--- src/rtl/fifo_flow_ctrl_if.sv ---
// Bundle of the FIFO push/pop handshake, runtime thresholds and status outputs.
//
// Parameters
//   DATA_SIZE  word width in bits
//   ADDR_SIZE  log2 of the FIFO depth; count and threshold fields are ADDR_SIZE+1 bits
//
// Modports
//   master  the agent that pushes/pops and sets thresholds (upstream source / arbiter side)
//   slave   the FIFO itself
//
// Signals
//   write, read         push / pop requests
//   data_in_push        push data
//   almost_full_in      pause-entry threshold, in entries
//   almost_empty_in     pause-exit threshold, in entries
//   data_out_pop        registered popped word
//   fifo_count          occupancy 0..DEPTH
//   fifo_empty/full     occupancy at 0 / at DEPTH
//   fifo_almost_full    occupancy >= almost_full_in
//   fifo_almost_empty   occupancy <= almost_empty_in
//   fifo_pause          flow-control request to the source
//   fifo_error          overflow/underflow indication
interface fifo_flow_ctrl_if #(
    parameter int unsigned DATA_SIZE = 10,
    parameter int unsigned ADDR_SIZE = 3
);

    logic                 write;
    logic                 read;
    logic [DATA_SIZE-1:0] data_in_push;
    logic [ADDR_SIZE:0]   almost_full_in;
    logic [ADDR_SIZE:0]   almost_empty_in;

    logic [DATA_SIZE-1:0] data_out_pop;
    logic [ADDR_SIZE:0]   fifo_count;
    logic                 fifo_empty;
    logic                 fifo_full;
    logic                 fifo_almost_full;
    logic                 fifo_almost_empty;
    logic                 fifo_pause;
    logic                 fifo_error;

    modport master (
        output write,
        output read,
        output data_in_push,
        output almost_full_in,
        output almost_empty_in,
        input  data_out_pop,
        input  fifo_count,
        input  fifo_empty,
        input  fifo_full,
        input  fifo_almost_full,
        input  fifo_almost_empty,
        input  fifo_pause,
        input  fifo_error
    );

    modport slave (
        input  write,
        input  read,
        input  data_in_push,
        input  almost_full_in,
        input  almost_empty_in,
        output data_out_pop,
        output fifo_count,
        output fifo_empty,
        output fifo_full,
        output fifo_almost_full,
        output fifo_almost_empty,
        output fifo_pause,
        output fifo_error
    );

endinterface

--- src/rtl/fifo_flow_ctrl.sv ---
// Parametrised synchronous FIFO with hysteretic flow-control pause.
//
// Sits between a lane producer and the switch arbiter. Words are DATA_SIZE bits, depth is
// 2**ADDR_SIZE. Runtime almost-full / almost-empty thresholds drive the status flags and a
// two-state pause FSM whose registered output throttles the upstream source.
//
// Ports
//   clk     single clock, all state on the rising edge
//   reset   asynchronous, active-high; clears pointers, output word, pause FSM and error
//   bus     fifo_flow_ctrl_if.slave: push/pop handshake, thresholds and status (see interface)
//
// Compile-time option
//   FIFO_ERR_STICKY_EN  undefined: fifo_error pulses for one cycle per rejected operation.
//                       defined:   fifo_error latches on the first rejected operation and stays
//                                  high until reset; FIFO operation carries on regardless.
module fifo_flow_ctrl #(
    parameter int unsigned DATA_SIZE = 10,
    parameter int unsigned ADDR_SIZE = 3
) (
    input  logic              clk,
    input  logic              reset,
    fifo_flow_ctrl_if.slave   bus
);

    localparam int unsigned        Depth    = 1 << ADDR_SIZE;
    localparam logic [ADDR_SIZE:0] DepthCnt = (ADDR_SIZE + 1)'(Depth);

    typedef enum logic {
        StRun,
        StPause
    } state_e;

    // Storage is deliberately not reset; only the pointers define which entries are valid.
    logic [DATA_SIZE-1:0] mem [Depth];

    // Pointers carry one extra bit so full (difference == Depth) and empty (difference == 0)
    // are distinguishable with natural wrap.
    logic [ADDR_SIZE:0]   wr_ptr_q, wr_ptr_d;
    logic [ADDR_SIZE:0]   rd_ptr_q, rd_ptr_d;
    logic [ADDR_SIZE-1:0] wr_addr, rd_addr;
    logic [ADDR_SIZE:0]   count, count_next;

    logic                 rd_ok, wr_ok, err_evt;
    logic                 err_q, err_d;
    logic [DATA_SIZE-1:0] dout_q, dout_d;
    state_e               state_q, state_d;

    // ------------------------------------------------------------------------------------
    // Acceptance and next-state datapath
    // ------------------------------------------------------------------------------------
    always_comb begin
        count   = wr_ptr_q - rd_ptr_q;
        wr_addr = wr_ptr_q[ADDR_SIZE-1:0];
        rd_addr = rd_ptr_q[ADDR_SIZE-1:0];

        // Read depends only on registered occupancy: no fall-through of a same-cycle write.
        rd_ok   = bus.read && (count != '0);
        // A full FIFO still takes a write when a read frees a slot at the same edge.
        wr_ok   = bus.write && ((count != DepthCnt) || rd_ok);
        err_evt = (bus.write && !wr_ok) || (bus.read && !rd_ok);

        wr_ptr_d   = wr_ptr_q + (ADDR_SIZE + 1)'(wr_ok);
        rd_ptr_d   = rd_ptr_q + (ADDR_SIZE + 1)'(rd_ok);
        count_next = wr_ptr_d - rd_ptr_d;

        dout_d = dout_q;
        if (rd_ok) begin
            dout_d = mem[rd_addr];
        end

`ifdef FIFO_ERR_STICKY_EN
        err_d = err_q | err_evt;
`else
        err_d = err_evt;
`endif
    end

    // ------------------------------------------------------------------------------------
    // Pause FSM next state. Entry is tested first so equal or inverted thresholds settle in
    // PAUSE instead of oscillating; exit additionally requires being below the entry point.
    // ------------------------------------------------------------------------------------
    always_comb begin
        state_d = state_q;
        unique case (state_q)
            StRun: begin
                if (count_next >= bus.almost_full_in) begin
                    state_d = StPause;
                end
            end
            StPause: begin
                if ((count_next <= bus.almost_empty_in) &&
                    (count_next < bus.almost_full_in)) begin
                    state_d = StRun;
                end
            end
            default: state_d = StRun;
        endcase
    end

    // ------------------------------------------------------------------------------------
    // State registers
    // ------------------------------------------------------------------------------------
    always_ff @(posedge clk or posedge reset) begin
        if (reset) begin
            wr_ptr_q <= '0;
            rd_ptr_q <= '0;
            dout_q   <= '0;
            err_q    <= 1'b0;
            state_q  <= StRun;
        end else begin
            wr_ptr_q <= wr_ptr_d;
            rd_ptr_q <= rd_ptr_d;
            dout_q   <= dout_d;
            err_q    <= err_d;
            state_q  <= state_d;
        end
    end

    always_ff @(posedge clk) begin
        if (wr_ok) begin
            mem[wr_addr] <= bus.data_in_push;
        end
    end

    // ------------------------------------------------------------------------------------
    // Outputs: flags are combinational from registered count and live thresholds
    // ------------------------------------------------------------------------------------
    assign bus.data_out_pop      = dout_q;
    assign bus.fifo_count        = count;
    assign bus.fifo_empty        = (count == '0);
    assign bus.fifo_full         = (count == DepthCnt);
    assign bus.fifo_almost_full  = (count >= bus.almost_full_in);
    assign bus.fifo_almost_empty = (count <= bus.almost_empty_in);
    assign bus.fifo_pause        = (state_q == StPause);
    assign bus.fifo_error        = err_q;

endmodule
--- src/flat_wrapper.sv ---
// flat-port wrapper written by rule: the top's interface ports become plain ports
module fifo_flow_ctrl_flat 
#(
    parameter int unsigned DATA_SIZE = 10,
    parameter int unsigned ADDR_SIZE = 3
)
  (clk, reset, bus_write, bus_read, bus_data_in_push, bus_almost_full_in, bus_almost_empty_in, bus_data_out_pop, bus_fifo_count, bus_fifo_empty, bus_fifo_full, bus_fifo_almost_full, bus_fifo_almost_empty, bus_fifo_pause, bus_fifo_error);
  fifo_flow_ctrl_if #(.DATA_SIZE(DATA_SIZE), .ADDR_SIZE(ADDR_SIZE)) bus_i ();
  input  logic clk;
  input  logic reset;
  input wire logic [$bits(bus_i.write)-1:0] bus_write;
  input wire logic [$bits(bus_i.read)-1:0] bus_read;
  input wire logic [$bits(bus_i.data_in_push)-1:0] bus_data_in_push;
  input wire logic [$bits(bus_i.almost_full_in)-1:0] bus_almost_full_in;
  input wire logic [$bits(bus_i.almost_empty_in)-1:0] bus_almost_empty_in;
  output wire logic [$bits(bus_i.data_out_pop)-1:0] bus_data_out_pop;
  output wire logic [$bits(bus_i.fifo_count)-1:0] bus_fifo_count;
  output wire logic [$bits(bus_i.fifo_empty)-1:0] bus_fifo_empty;
  output wire logic [$bits(bus_i.fifo_full)-1:0] bus_fifo_full;
  output wire logic [$bits(bus_i.fifo_almost_full)-1:0] bus_fifo_almost_full;
  output wire logic [$bits(bus_i.fifo_almost_empty)-1:0] bus_fifo_almost_empty;
  output wire logic [$bits(bus_i.fifo_pause)-1:0] bus_fifo_pause;
  output wire logic [$bits(bus_i.fifo_error)-1:0] bus_fifo_error;
  assign bus_i.write = bus_write;
  assign bus_i.read = bus_read;
  assign bus_i.data_in_push = bus_data_in_push;
  assign bus_i.almost_full_in = bus_almost_full_in;
  assign bus_i.almost_empty_in = bus_almost_empty_in;
  assign bus_data_out_pop = bus_i.data_out_pop;
  assign bus_fifo_count = bus_i.fifo_count;
  assign bus_fifo_empty = bus_i.fifo_empty;
  assign bus_fifo_full = bus_i.fifo_full;
  assign bus_fifo_almost_full = bus_i.fifo_almost_full;
  assign bus_fifo_almost_empty = bus_i.fifo_almost_empty;
  assign bus_fifo_pause = bus_i.fifo_pause;
  assign bus_fifo_error = bus_i.fifo_error;
  fifo_flow_ctrl #(.DATA_SIZE(DATA_SIZE), .ADDR_SIZE(ADDR_SIZE)) u_core (.clk(clk), .reset(reset), .bus(bus_i));
endmodule
--- config.mk ---
export PLATFORM = sky130hd
export DESIGN_NAME = fifo_flow_ctrl_flat
export DESIGN_NICKNAME = d
export VERILOG_FILES = /design/src/rtl/fifo_flow_ctrl_if.sv /design/src/rtl/fifo_flow_ctrl.sv /design/src/flat_wrapper.sv
export SDC_FILE = /design/constraint.sdc
export NUM_CORES = 1
export LEC_CHECK = 0
export CORE_ASPECT_RATIO = 0.6
export CORE_MARGIN = 2
export CORE_UTILIZATION = 45
export DETAILED_ROUTE_END_ITERATION = 16
export HOLD_SLACK_MARGIN = 0.08
export PLACE_DENSITY = 0.65
export SETUP_SLACK_MARGIN = 0.05
export SLEW_MARGIN = 20
export SYNTH_ARGS = -nofsm -noshare
export SYNTH_HDL_FRONTEND = slang
export SYNTH_SLANG_ARGS = --single-unit
export TNS_END_PERCENT = 20
--- constraint.sdc ---
create_clock -name clk -period 8 [get_ports clk]
set_input_delay 1.6 -clock clk [delete_from_list [all_inputs] [get_ports clk]]
set_output_delay 1.6 -clock clk [all_outputs]
set_load 0.02 [all_outputs]
==> metrics <==
post-route clock period utilization 0.7116; CP Max Fanout 23; CTS clk-pin slew, worst paths 0.07 ns; vias 2313; deepest clock path buffer count 2; Yosys reg bits 100; Worst-Margin Slew 1.100 ns; Starting Density 0.4562; die area 10710 µm²; Nets 368; Rows 28; Post-CTS Setup Repair Bufs 0; CTS tree built; status finished, final reports clean; Detail Placement HPWL 5751 µm; Setup CP Type reg -> reg; # port buffers 41; area occupied by multi-input gates 1408 µm²; Worst Setup End Kind register; Seq/Total Area, Yosys 0.6533; Yosys warning total 0; Startpoint Class register; vias in the first global route 2344; root buffer cell clkbuf_16; Antenna Cells 0; final setup vio count 0; pin count of the biggest net entering global routing 24; Fin Clk Skew 0.006770 ns; DR vias/cell 5.050; first-pass GRT wire length 13510 µm; Worst-Skew Late Latency 0.34 ns; final hold vios 0; CTS Buf Count 9; Overflow after GRT 0; I/O pin total 42; antenna-violating nets left 0; Post-synth EDFFs 80; synth unique cells 35; Filler cells 811; P&R area growth vs syn 20.53%; FMAX 175.7 MHz; worst hold path class reg -> reg; core area 9739 µm²; routability congestion estimate 0.7810; Wirelength per Cell 18.61 µm; GRT Total Usage 0.1755; DR DRC count 0; TritonCTS Sinks 100; syn_area_per_cell 16.64 µm²; initial antenna violation count 0; relative slew slack 0.2666; Inst Count DP 442; DRT Wirelength 8522 µm; Syn Nets 317; first drt pass iteration count 4; hold_buf cts 0; Die Y 80.97 µm; Synth Cell Area 4443 µm²; fin cells 458; Max Cap Viol 0; Arr. time, crit path 5.91 ns; Slew Viols, Final 0; fraction of layout instances using a drive strength above 1 0.1548; register area 2903 µm²; Die X 132.3 µm; CTS HTree Levels 3; Yosys top cell area share 0.5407; Area contributors post-synth edfxtp_1 54%, dfrtp_1 11%, mux4_2 10%, ha_1 7.3%, mux2i_1 2.3%; DRT iter0 DRCs 157; Syn Inst Count 267; ys flop type edfxtp_1; cell accounting for the most synthesized area edfxtp_1; FFs w/ async S/R, synth 0.2000; fin crit period 5.693 ns; RSZ-0062 raised after global routing false; Crit path required time 8.21 ns; post-cts sizing count 0; setup TNS 0 ns
kinds of logic after synthesis:
logic type / count (synthesis) / synth area share
AO/OA/AOI/OAI: 31 / 0.04928
XOR/XNOR: 9 / 0.01774
adder cells (fa/ha/maj): 28 / 0.08223
buffers and inverters: 30 / 0.03098
flip-flops: 100 / 0.6533
multiplexers: 30 / 0.1239
AND/OR/NAND/NOR: 39 / 0.04253
per-layer routing:
metal | share of wire | GRT usage | vias to the layer above
met2 | 0.41 | 0.2411 | 62
met4 | 0.0087 | 0.05484 | 0
met5 | 0 | 0 | -
met3 | 0.057 | 0.04432 | 7
met1 | 0.52 | 0.2734 | 1133
li1 | - | - | 1111
cell usage in the layout, fill, tap and decap left out, types with 9 or more instances in the layout:
| cell | count |
|---|---|
| clkbuf_16 | 9 |
| clkdlybuf4s50_1 | 41 |
| dfrtp_1 | 20 |
| edfxtp_1 | 80 |
| ha_1 | 26 |
| inv_1 | 22 |
| mux2i_1 | 10 |
| mux4_2 | 20 |
| nand2_1 | 13 |
| o21ai_0 | 10 |
worst max-delay path, cell delays in order, from the launching register on:
cell      delay, ns
dfrtp_1        1.07
inv_1          0.23
fa_1           0.49
xor2_1         0.23
or3_1          0.50
o31ai_4        0.72
inv_1          0.11
ha_1           0.25
ha_1           0.34
inv_1          0.06
ha_1           0.26
a21o_1         0.15
a21oi_1        0.16
xnor2_1        0.15
xnor2_1        0.17
ha_1           0.28
o21a_1         0.11
o211ai_1       0.17
o211ai_1       0.11
stage by stage:
stage | instance area [µm²] | setup slack, ns | util | hold slack [ns]
6_report | 5355 | 2.307 | 0.5498 | 0.4763
3_5_place_dp | 5020 | 2.290 | 0.5154 | 0.4704
3_3_place_gp | 5020 | 2.506 | 0.5154 | 0.4623
5_1_grt | 5355 | 1.906 | 0.5498 | 0.5035
2_1_floorplan | 4443 | 3.364 | - | 0.5040
4_1_cts | 5350 | 2.265 | 0.5493 | 0.4862
cells in the mapped netlist (2+ instances only):
cell type   n
buf_2       2
nand2_1    13
dfrtp_1    20
mux4_2     20
nor3_1      2
nand2b_1    5
nand3b_1    2
edfxtp_1   80
nor2b_1     3
fa_1        2
o21a_1      2
mux2i_1    10
nor2_1      8
xnor2_1     7
xor2_1      2
buf_1       2
buf_6       3
a21oi_1     8
ha_1       26
o211ai_1    2
o311ai_2    2
o21ai_1     2
o21ai_0    10
nand3_1     2
inv_1      22
flip-flops by register name, indices dropped and copies added, names as in the netlist:
signal / count
u_core.rd_ptr_q: 4
u_core.bus.fifo_pause: 1
u_core.bus.fifo_error: 1
u_core.bus.data_out_pop: 10
u_core.wr_ptr_q: 4
u_core.mem: 80
final timing paths:
path	startpoint	end	slack (ns)	depth (start not counted)
min reg2reg	u_core.bus.data_out_pop[1]	u_core.bus.data_out_pop[1]	0.48	2
max in group asynchronous	reset	u_core.bus.data_out_pop[5]	5.71	2
max	u_core.rd_ptr_q[1]	u_core.bus.fifo_pause	2.31	18
max reg2reg	u_core.rd_ptr_q[1]	u_core.bus.fifo_pause	2.31	18
min	u_core.bus.data_out_pop[1]	u_core.bus.data_out_pop[1]	0.48	2
min in group asynchronous	reset	u_core.wr_ptr_q[0]	1.75	2
cell type report:
cell class,count,share of cell area
sequential,100,0.5421
clock buffer,9,0.04206
tap,135,0.03154
multi-input combinational,137,0.2629
timing repair buffer,48,0.08645
inverter,22,0.01542
clock inverter,7,0.01963
Power is left out: the tool's default activity adds up to more than one toggle a clock period on the data nets, which glitch-free logic cannot reach.
==> edit: new RTL, same flow settings <==
Build with the macro `FIFO_ERR_STICKY_EN` defined.
--- a/src/rtl/fifo_flow_ctrl.sv
+++ b/src/rtl/fifo_flow_ctrl.sv
@@ -14,4 +14,6 @@
 //                       defined:   fifo_error latches on the first rejected operation and stays
 //                                  high until reset; FIFO operation carries on regardless.
+`define FIFO_ERR_STICKY_EN
+
 module fifo_flow_ctrl #(
     parameter int unsigned DATA_SIZE = 10,
Formal check against the unedited RTL: not equivalent (a bounded check fails within 4 cycles, from zero or initial values and one cycle with reset high).
==> edit against the original RTL <==
  * Register-to-register slack improved by 740 ps
  * Final area is 1.6% higher
  * Routed wire length up 1.0%
  * Sequential cell count unchanged
  * Synthesized area up 1.1%
  * Worst setup slack better by 500 ps
  * Critical path type is now primary input to output port
  * Critical endpoint is now bus_fifo_almost_empty
Power is left out: the tool's default activity adds up to more than one toggle a clock period on the data nets, which glitch-free logic cannot reach.
==> edit: results (changes against the original RTL) <==
stage	metric	value	unit	change
synth	Yosys cell types	40		was 35
setup_path	crit path capture	bus_fifo_almost_empty		was u_core.bus.fifo_pause$_DFF_PP0_
synth	part of the Yosys area used for sequential elements	64.61	%	was 65.33%
route	DR vias/cell	5.239		was 5.050
setup_path	slowest CP cell	clkdlybuf4s50_1		was dfrtp_1
route	metal2 WL	3693	µm	was 3493 µm
layout	NonClk Buf Share	8.512	%	was 8.645%
placed_design	HPWL Detailed	6018	µm	was 5751 µm
layout	nonclk inv count	20		was 22
route	DR pass1 iterations	4		unchanged
worst_hold_path	hold path start	u_core.bus.data_out_pop[8]$_DFFE_PP0P_		was u_core.bus.data_out_pop[1]$_DFFE_PP0P_
worst_hold_path	Worst Hold End	u_core.bus.data_out_pop[8]$_DFFE_PP0P_		was u_core.bus.data_out_pop[1]$_DFFE_PP0P_
sta	final setup skew	5.389	ps	was 6.770 ps
synth	top cells by area, synth	edfxtp_1 (53%), dfrtp_1 (11%), mux4_2 (10%), ha_1 (7.2%), mux2i_1 (2.5%)		was edfxtp_1 (54%), dfrtp_1 (11%), mux4_2 (10%), ha_1 (7.3%), mux2i_1 (2.3%)
setup_path	reg-to-reg slack, setup	3050	ps	was 2310 ps
run_status	status	finished clean		unchanged
clocking	Clock Latency Late Sink	340	ps	about the same
layout	#MultiIn Comb	142		was 137
setup_path	Reg2Reg Depth	19		was 18
grt	first-pass GRT wire length	13460	µm	was 13510 µm
setup_path	slowest stage delay, CP	590	ps	was 1070 ps
route	DRT iter0 DRCs	182		was 157
grt	met3 usage	5.056	%	was 4.432%
layout	layout net count	371		was 368
grt	vias in the first global route	2337		was 2344
layout	fraction of area in multi-input gates	27.56	%	was 26.29%
route	WL met1	4405	µm	was 4470 µm
layout	clk_buf instances	9		unchanged
worst_hold_path	Hold Crit Depth	2		unchanged
synth	Ys Warns	0		unchanged
setup_path	crit-path max FO	2		was 23
grt	GR Layer Usage met1	25.82	%	was 27.34%
clocking	# resized after CTS	0		unchanged
layout	fillers	769		was 811
sta	slew margin rel.	27.32	%	was 26.66%
grt	met2 Use GR	25.49	%	was 24.11%
grt	GRT Total Usage	17.57	%	was 17.55%
setup_path	worst r2r src	u_core.rd_ptr_q[2]$_DFF_PP0_		was u_core.rd_ptr_q[1]$_DFF_PP0_
route	detailed-routed wire length on met3	416	µm	was 484 µm
setup_path	Crit path max-delay family	buffers and inverters		was adder cells
synth	Commonest cells post-synth	edfxtp_1 (80), ha_1 (26), dfrtp_1 (20), inv_1 (20), mux4_2 (20)		was edfxtp_1 (80), ha_1 (26), inv_1 (22)
setup_path	crit path DAT	3590	ps	was 5910 ps
layout	layout cells sized above 1	16.56	%	was 15.48%
placed_design	GPL Wtd Cong	0.8007		was 0.7810
clocking	Max clock buf depth	2		unchanged
synth	Synthesized Nets	320		was 317
route	WL/cell	18.68	µm	was 18.61 µm
setup_path	Worst Setup SP	bus_almost_empty_in[1]		was u_core.rd_ptr_q[1]$_DFF_PP0_
layout	clk tree area frac	6.073	%	was 6.168%
-- edit: changes by cell type after synthesis, moves of 2 or more --
cell,before,now
nor2_1,8,4
nor2b_1,3,5
buf_6,3,0
o311ai_2,2,0
o21ai_1,2,7
buf_2,2,4
inv_1,22,20
o21ai_0,10,6
nand2b_1,5,3
nor4_1,0,2
-- edit: cell families after synthesis --
group                    synth area share (%)
flip-flops                              64.61
AND/OR/NAND/NOR                         6.099
multiplexers                            12.48
AO/OA/AOI/OAI                           4.288
buffers and inverters                   2.451
adder cells (fa/ha/maj)                 8.131
XOR/XNOR                                1.949
-- edit: stage by stage --
step / cells / cell area (µm²) / hold WS, ps / setup WS [ps]
CTS: 461 / 5439 / 486.6 / 2810
global route: 461 / 5439 / 503.8 / 2696
floorplan: 270 / 4493 / 520.6 / 3408
detailed placement: 445 / 5109 / 467.4 / 2816
global placement: 445 / 5109 / 463.1 / 2848
finish: 461 / 5439 / 480.9 / 2810
